## src/rtl/lcd_lvds_timing.sv

```systemverilog
// Raster timing generator with built-in test patterns, packed into FPD-Link lane words.
// Two register stages sit between the raster counters and the lane outputs.
module lcd_lvds_timing #(
    parameter int H_ACTIVE = 1366,
    parameter int H_FP     = 48,
    parameter int H_SYNC   = 32,
    parameter int H_BP     = 114,
    parameter int V_ACTIVE = 768,
    parameter int V_FP     = 3,
    parameter int V_SYNC   = 6,
    parameter int V_BP     = 29,
    parameter int HS_POL   = 0,
    parameter int VS_POL   = 0
) (
    input  logic       lvdsClk,
    input  logic       rst,
    input  logic       run,
    input  logic [1:0] patSel,
    output logic [6:0] lane0,
    output logic [6:0] lane1,
    output logic [6:0] lane2,
    output logic [6:0] clkLane,
    output logic       frameStart,
    output logic       running
);
    localparam int H_TOTAL = H_ACTIVE + H_FP + H_SYNC + H_BP;
    localparam int V_TOTAL = V_ACTIVE + V_FP + V_SYNC + V_BP;
    // Counters are at least 6 bits wide so the gradient/checker bit picks always exist.
    localparam int HW = ($clog2(H_TOTAL) > 6) ? $clog2(H_TOTAL) : 6;
    localparam int VW = ($clog2(V_TOTAL) > 6) ? $clog2(V_TOTAL) : 6;
    localparam int BAR_W = H_ACTIVE / 8;
    localparam int BW = $clog2(BAR_W + 1);

    localparam logic [HW-1:0] H_LAST   = HW'(H_TOTAL - 1);
    localparam logic [HW-1:0] H_ACT    = HW'(H_ACTIVE);
    localparam logic [HW-1:0] HS_START = HW'(H_ACTIVE + H_FP);
    localparam logic [HW-1:0] HS_END   = HW'(H_ACTIVE + H_FP + H_SYNC);
    localparam logic [VW-1:0] V_LAST   = VW'(V_TOTAL - 1);
    localparam logic [VW-1:0] V_ACT    = VW'(V_ACTIVE);
    localparam logic [VW-1:0] VS_START = VW'(V_ACTIVE + V_FP);
    localparam logic [VW-1:0] VS_END   = VW'(V_ACTIVE + V_FP + V_SYNC);
    localparam logic [BW-1:0] BAR_LAST = BW'(BAR_W - 1);
    localparam logic HS_IDLE = (HS_POL == 0);
    localparam logic VS_IDLE = (VS_POL == 0);

    typedef enum logic [1:0] {IDLE, RUN, STOPPING} state_t;
    state_t state, stateNext;

    logic [HW-1:0] hcnt;
    logic [VW-1:0] vcnt;
    logic [BW-1:0] barCnt;
    logic [2:0]    barIdx;
    logic [1:0]    patReg, patCur;
    logic          frameWrap, origin, active;

    assign frameWrap = (hcnt == H_LAST) && (vcnt == V_LAST);
    assign origin    = (hcnt == '0) && (vcnt == '0);
    assign active    = (state != IDLE);
    assign patCur    = origin ? patSel : patReg;
    assign clkLane   = 7'b1100011;

    always_ff @(posedge lvdsClk or posedge rst) begin
        if (rst) state <= IDLE;
        else     state <= stateNext;
    end

    always_comb begin
        stateNext = state;
        running   = 1'b0;
        case (state)
            IDLE: if (run) stateNext = RUN;
            RUN: begin
                running = 1'b1;
                if (!run) stateNext = STOPPING;
            end
            STOPPING: begin
                running = 1'b1;
                if (run)            stateNext = RUN;
                else if (frameWrap) stateNext = IDLE;
            end
            default: stateNext = IDLE;
        endcase
    end

    // Raster counters and the colour-bar sub-counter (avoids dividing hcnt by BAR_W).
    always_ff @(posedge lvdsClk or posedge rst) begin
        if (rst) begin
            hcnt   <= '0;
            vcnt   <= '0;
            barCnt <= '0;
            barIdx <= '0;
            patReg <= '0;
        end else begin
            if (origin) patReg <= patSel;
            if (!active) begin
                hcnt   <= '0;
                vcnt   <= '0;
                barCnt <= '0;
                barIdx <= '0;
            end else begin
                if (hcnt == H_LAST) begin
                    hcnt   <= '0;
                    vcnt   <= (vcnt == V_LAST) ? '0 : vcnt + 1'b1;
                    barCnt <= '0;
                    barIdx <= '0;
                end else begin
                    hcnt <= hcnt + 1'b1;
                    if (barCnt == BAR_LAST) begin
                        barCnt <= '0;
                        barIdx <= barIdx + 1'b1;
                    end else begin
                        barCnt <= barCnt + 1'b1;
                    end
                end
            end
        end
    end

    logic       deNow, hsNow, vsNow;
    logic [5:0] redNow, greenNow, blueNow;

    always_comb begin
        deNow    = active && (hcnt < H_ACT) && (vcnt < V_ACT);
        hsNow    = (active && (hcnt >= HS_START) && (hcnt < HS_END)) ? ~HS_IDLE : HS_IDLE;
        vsNow    = (active && (vcnt >= VS_START) && (vcnt < VS_END)) ? ~VS_IDLE : VS_IDLE;
        redNow   = '0;
        greenNow = '0;
        blueNow  = '0;
        if (deNow) begin
            case (patCur)
                2'd1: begin
                    redNow   = {6{~barIdx[1]}};
                    greenNow = {6{~barIdx[2]}};
                    blueNow  = {6{~barIdx[0]}};
                end
                2'd2: begin
                    redNow   = hcnt[5:0];
                    greenNow = hcnt[5:0];
                    blueNow  = hcnt[5:0];
                end
                2'd3: begin
                    redNow   = {6{hcnt[5] ^ vcnt[5]}};
                    greenNow = {6{hcnt[5] ^ vcnt[5]}};
                    blueNow  = {6{hcnt[5] ^ vcnt[5]}};
                end
                default: ;
            endcase
        end
    end

    // Stage 1: pixel attributes
    logic       de_p1, hs_p1, vs_p1, fs_p1;
    logic [5:0] red_p1, green_p1, blue_p1;

    always_ff @(posedge lvdsClk or posedge rst) begin
        if (rst) begin
            de_p1    <= 1'b0;
            hs_p1    <= HS_IDLE;
            vs_p1    <= VS_IDLE;
            fs_p1    <= 1'b0;
            red_p1   <= '0;
            green_p1 <= '0;
            blue_p1  <= '0;
        end else begin
            de_p1    <= deNow;
            hs_p1    <= hsNow;
            vs_p1    <= vsNow;
            fs_p1    <= active && origin;
            red_p1   <= redNow;
            green_p1 <= greenNow;
            blue_p1  <= blueNow;
        end
    end

    // Stage 2: lane words
    always_ff @(posedge lvdsClk or posedge rst) begin
        if (rst) begin
            lane0      <= '0;
            lane1      <= '0;
            lane2      <= {1'b0, VS_IDLE, HS_IDLE, 4'b0000};
            frameStart <= 1'b0;
        end else begin
            lane0      <= {green_p1[0], red_p1};
            lane1      <= {blue_p1[1:0], green_p1[5:1]};
            lane2      <= {de_p1, vs_p1, hs_p1, blue_p1[5:2]};
            frameStart <= fs_p1;
        end
    end
endmodule

```

## config.mk

```make
export PLATFORM = sky130hd
export DESIGN_NAME = lcd_lvds_timing
export DESIGN_NICKNAME = d
export VERILOG_FILES = /design/src/rtl/lcd_lvds_timing.sv
export SDC_FILE = /design/constraint.sdc
export NUM_CORES = 1
export LEC_CHECK = 0
export CAP_MARGIN = 20
export CORE_MARGIN = 2
export CORE_UTILIZATION = 47
export CTS_CLUSTER_SIZE = 14
export DETAILED_ROUTE_END_ITERATION = 8
export DONT_BUFFER_PORTS = 1
export GPL_TIMING_DRIVEN = 0
export SETUP_SLACK_MARGIN = 0.4
export SLEW_MARGIN = 15
export SYNTH_ARGS = -nofsm -noshare
export SYNTH_HDL_FRONTEND = slang
export SYNTH_SLANG_ARGS = --single-unit
```

## constraint.sdc

```tcl
create_clock -name lvdsClk -period 3.25 [get_ports lvdsClk]
set_input_delay 0.8125 -clock lvdsClk [delete_from_list [all_inputs] [get_ports lvdsClk]]
set_output_delay 0.8125 -clock lvdsClk [all_outputs]
set_load 0.02 [all_outputs]
```

Yosys cells after proc, flatten, opt, wreduce, memory -nomap -nowiden
Index checks and enable logic that the tools add are counted.

storage, ports and cells
  register bits = 80
  bits in latches = 0
  bits in writable memories = 0
  memory bits (read-only) = 0
  input bits = 5
  output and inout port bits = 30
  logic and storage cells = 85
  memories = 0

cells by class
  add/sub/neg operators = 4
  multiply operators = 0
  divide/modulo/power cells = 0
  magnitude comparators = 6
  equality and inequality tests = 13
  shifts and indexed selects = 0
  muxes and demuxes = 26
  bitwise operators = 4
  reduce and logical (&&, ||, !) cells = 15

operator list
  operator               number
  $pmux 6 s3             3
  $mux 10                3
  $mux 8                 3
  $lt 11x11->1 const B   2
  $mux 11                2
  $lt 10x10->1 const B   2
  $mux 6                 3
  $add 11x1->11 const B  1
  $eq 11x11->1 const B   1
  $ge 11x11->1 const B   1
  $logic_not 11->1       1
  $add 10x1->10 const B  1
  $eq 10x10->1 const B   1
  $ge 10x10->1 const B   1
  $logic_not 10->1       1
  $mux 2                 5
  $logic_and 1x1->1      9
  $mux 3                 3
  $add 8x1->8 const B    1
  $eq 8x8->1 const B     1
  $eq 2x2->1 const B     3
  $pmux 2 s3             1
  $eq 2x1->1 const B     2
  $ne 2x2->1 const B     2
  11 further kinds       15

Depth between registers and ports, before layout
  depth in word-level cells = 6
  mapped depth = 9
  gate-level depth less buffers = 7

Least setup slack after synthesis
OpenSTA, ideal clock, no wires.

  path type = reg2reg
  from = reg hcnt[5]
  to = reg green_p1[0]
  setup time = 0.155 ns
  arrival time = 2.075 ns
  required time = 3.095 ns
  path slack = 1.020 ns
  stages on the path, launching flop included = 8
  buffers on the path = 2
  clock period less this slack = 2.230 ns
  path through = dfrtp_1 > buf_6 > or4_4 > nor4b_2 > nand4_2 > o31ai_4 > buf_6 > a211oi_1

between the ends
  word-level cells in the longest chain between the ends = 6
  elaborated cells on any way between the ends = 12
  those cells by class = order compare: 1; eq/ne: 3; mux: 3; bitwise: 1; reduce/logical: 4

ends and longest elaborated chain
  what                                      line  RTL
  start, declared                           49    logic [HW-1:0] hcnt;
  start signal, assigned                    107   hcnt <= hcnt + 1'b1;
  $logic_not 11->1                          57    assign origin = (hcnt == '0) && (vcnt == '0);
  $logic_and 1x1->1                         57
  $mux 2                                    -
  $eq 2x2->1 or $eq 2x1->1 (tied branches)  130   case (patCur)
  $pmux 6 s3                                130
  $mux 6 (*)                                129   if (deNow) begin
  via greenNow[0]                           120   logic [5:0] redNow, greenNow, blueNow;
  end signal, assigned                      170   green_p1 <= greenNow;
  end, declared                             153   logic [5:0] red_p1, green_p1, blue_p1;

Mark *: on every way through the listed nets, which the timed path passes. The rest lies on a longest branch.
A chain may end at the register's enable or synchronous reset.

Worst setup path after layout
  from = reg hcnt[1]
  to = reg green_p1[3]

The elaborated chain is that of the path after synthesis.

==> flow_metrics.tcl <==
set metrics [dict create \
    rows 32 \
    slew_viol_final 0 \
    final_core_util_pct 52.9 \
    setup_viol 0 \
    worstSetupStartpointType "flip-flop" \
    fillers 683 \
    cts-htree-levels 3 \
    holdWs_ps 293 \
    global_route.usage.met1_pct 22.3 \
    dieArea_um2 8460 \
    clock-sinks 80 \
    switching_share_pct 38.7 \
    seq_area_frac_synth_pct 55.2 \
    wire_per_inst_um 15.1 \
    syn_avg_cell_area_um2 11.2 \
    dr.pass1.iters 6 \
    slew_headroom_pct 44.2 \
    layout_common_cells "dfrtp_1 (76), nor2_1 (33), nand3_1 (19), a211oi_1 (19), o21ai_0 (17)" \
    multiInputGateArea_um2 1460 \
    fin_crit_ps 2650 \
    antenna_found_initial 0 \
    postCtsHoldBufs 0 \
    timing.final.crit_share_pct 81.4 \
    path_cells "clkbuf_1, inv_1, ha_1, nor4b_1, and4_1, a2111oi_0, nor3_1, a211oi_1" \
    seqCellArea_um2 2010 \
    rsz0062_at_grt "no" \
    arrival_ps 2850 \
    cp_slowest_cell "nor3_1" \
    area_growth_pct 10.6 \
    leakage_nw 1.82 \
    grt_pass1_wl_mm 11.8 \
    clk_path_buf_depth 2 \
    met2_usage_pct 29.7 \
    final_common_cell "dfrtp_1" \
    yosysTopAreaCell "dfrtp_1" \
    synth_edf_count 0 \
    top_usage_layer "met2" \
    gp_congestion 0.799 \
    path_max_fanout 8 \
    reg2reg_slack_ps 600 \
    synth.top_cell.area_share_pct 52.3 \
    routed_wl_mm 6.86 \
    fin_tns_setup_ps 0 \
    drive_gt1_share_pct 14.2 \
    p_clk_share_pct 23.1 \
    irDropWorstVdd_uv 360 \
    cp.required_ps 3450 \
    grt_util_all_layers_pct 17.9 \
    drcViolationCount 0 \
    clock.fmax_mhz 378 \
    slowest_delay_ps 690 \
    drt-vias-per-instance 5.37 \
    combPwrFrac_pct 29.5 \
    dpl.hpwl_mm 4.95 \
    power.share.sequential_pct 47.4 \
    path_class "reg -> reg" \
    ys_warn_count 0 \
    cts-root-buf "clkbuf_8" \
    drt-initial-drc-count 70 \
    die_h_um 92.0 \
    rr_startpoint "hcnt[1]" \
    grt_max_degree 34 \
    synthArstFlopShare_pct 100 \
    synth_area_leaders "dfrtp_1 (52%), ha_1 (4.8%), a211oi_1 (3.9%), nor2_1 (3.4%), xor2_1 (3.4%)" \
    synth_cells 326 \
    cap_violations 0 \
    ys.flop_type "dfrtp_1" \
    cts_setup_buffers 0 \
    syn_area_um2 3640 \
    final_nets 365 \
    cts.clk_slew.worst_paths_ps 90 \
    portBuffers 0 \
    coreArea_um2 7610 \
    fp.dieW_um 92.0 \
    total_power_mw 2.97 \
    use_met3_pct 4.85 \
    ys_seq_elements 80 \
    grt_pass1_vias 2474 \
    vias 2434 \
    overflow 0 \
    hold_viol_final 0 \
    r2r_end "green_p1[3]" \
    initial_core_util_pct 47.8 \
    cts_made_buffers 9 \
    pwr_density_cell_nw_per_um2 739 \
    endpoint_kind "flip-flop" \
    skew_ps 10.0 \
    crit_start "hcnt[1]" \
    ff2ff_path_depth 8 \
    hold_class "in -> async" \
    ios 35 \
    status "complete, no violations" \
    detail-route-antenna-nets 0 \
    ys_types 49 \
    diodes 0 \
    p_int_mw 1.82 \
    worst-slew-pin-transition_ps 831 \
    cts_resized 0 \
    clock_latency_ps 350 \
    cts_tree "done" \
    p_sw_mw 1.15 \
    endpoint "green_p1[3]" \
]
[critical path, delay by kind of cell (launching register included)]
kind	cells	cell delay [ps]
simple gates	3	1350
fa+ha+maj	1	150
compound gates	2	310
buf+inv	2	300
flops	1	390
[metal layers]
| metal | vias to the layer above | part of all wire, % |
|---|---|---|
| met5 | - | 0 |
| met4 | 0 | 2.3 |
| met3 | 13 | 3.7 |
| met2 | 46 | 50 |
| met1 | 1198 | 44 |
| li1 | 1177 | - |
[cell type report]
type | count | area share (%)
sequential | 80 | 49.9
tap | 102 | 3.17
inverter | 14 | 1.40
clock buffer | 9 | 3.08
multi-input combinational | 215 | 36.4
clock inverter | 7 | 1.49
timing repair buffer | 4 | 1.24
buffer | 22 | 3.30
[Yosys cell counts, types with 2 or more instances]
cell type,number
dfstp_2,4
and3_1,8
mux2i_1,2
nand3_1,19
mux2_1,2
nand2_1,11
nand2b_1,2
nand4_1,5
ha_1,14
a21oi_1,3
nor3_1,10
or2_2,2
clkbuf_1,11
a211oi_1,19
and2_1,3
buf_6,3
buf_4,7
a21o_1,2
conb_1,2
nor4b_1,5
nor4_1,2
nor2_1,33
o21ai_0,17
dfrtp_1,76
inv_1,14
xnor2_1,6
o31ai_1,5
nor4_2,3
xor2_1,14
a2111oi_0,3
[stage by stage]
stage | setup WS [ps] | cell area, um^2 | std cells
detailed placement | 672 | 3830 | 435
floorplan | 1020 | 3660 | 331
global route | 428 | 4020 | 453
global placement | 716 | 3790 | 433
CTS | 638 | 4010 | 451
finish | 604 | 4020 | 453
[power groups by stage]
stage          logic (mW)  clock network [mW]  registers [mW]
4_1_cts             0.879               0.709            1.42
3_3_place_gp        0.851                   0            1.42
3_5_place_dp        0.874                   0            1.44
5_1_grt             0.993               0.752            1.44
6_report            0.876               0.686            1.41
2_1_floorplan       0.682                   0            1.39
[cell families after synthesis]
logic type / share of synthesized area, %
DFF: 55.2
buffers and inverters: 5.09
muxes: 1.48
xor gates and xnor gates: 4.82
other: 0.206
and+or+nand+nor: 17.4
adders and majority gates: 4.82
AOI/OAI and AO/OA: 11.0
[worst min path at each step]
stage / to / cells past startpoint / slack, ps / startpoint
3_5_place_dp: lane2[3] / 0 / 340 / blue_p1[5]
4_1_cts: lane1[4] / 1 / 290 / rst
6_report: lane1[4] / 1 / 290 / rst
3_3_place_gp: lane0[3] / 0 / 330 / red_p1[3]
2_1_floorplan: frameStart / 0 / 330 / fs_p1
5_1_grt: lane0[3] / 1 / 300 / rst
[sequential cells by signal (all words and copies together), names as in the netlist]
name and count:
vcnt 10, hcnt 11, lane2 7, barCnt 8
hs_p1 1, vs_p1 1, fs_p1 1, de_p1 1
lane1 7, patReg 2, state 2, frameStart 1
red_p1 6, green_p1 6, lane0 7, barIdx 3
blue_p1 6
No activity file was read; power rests on OpenSTA's default activity.
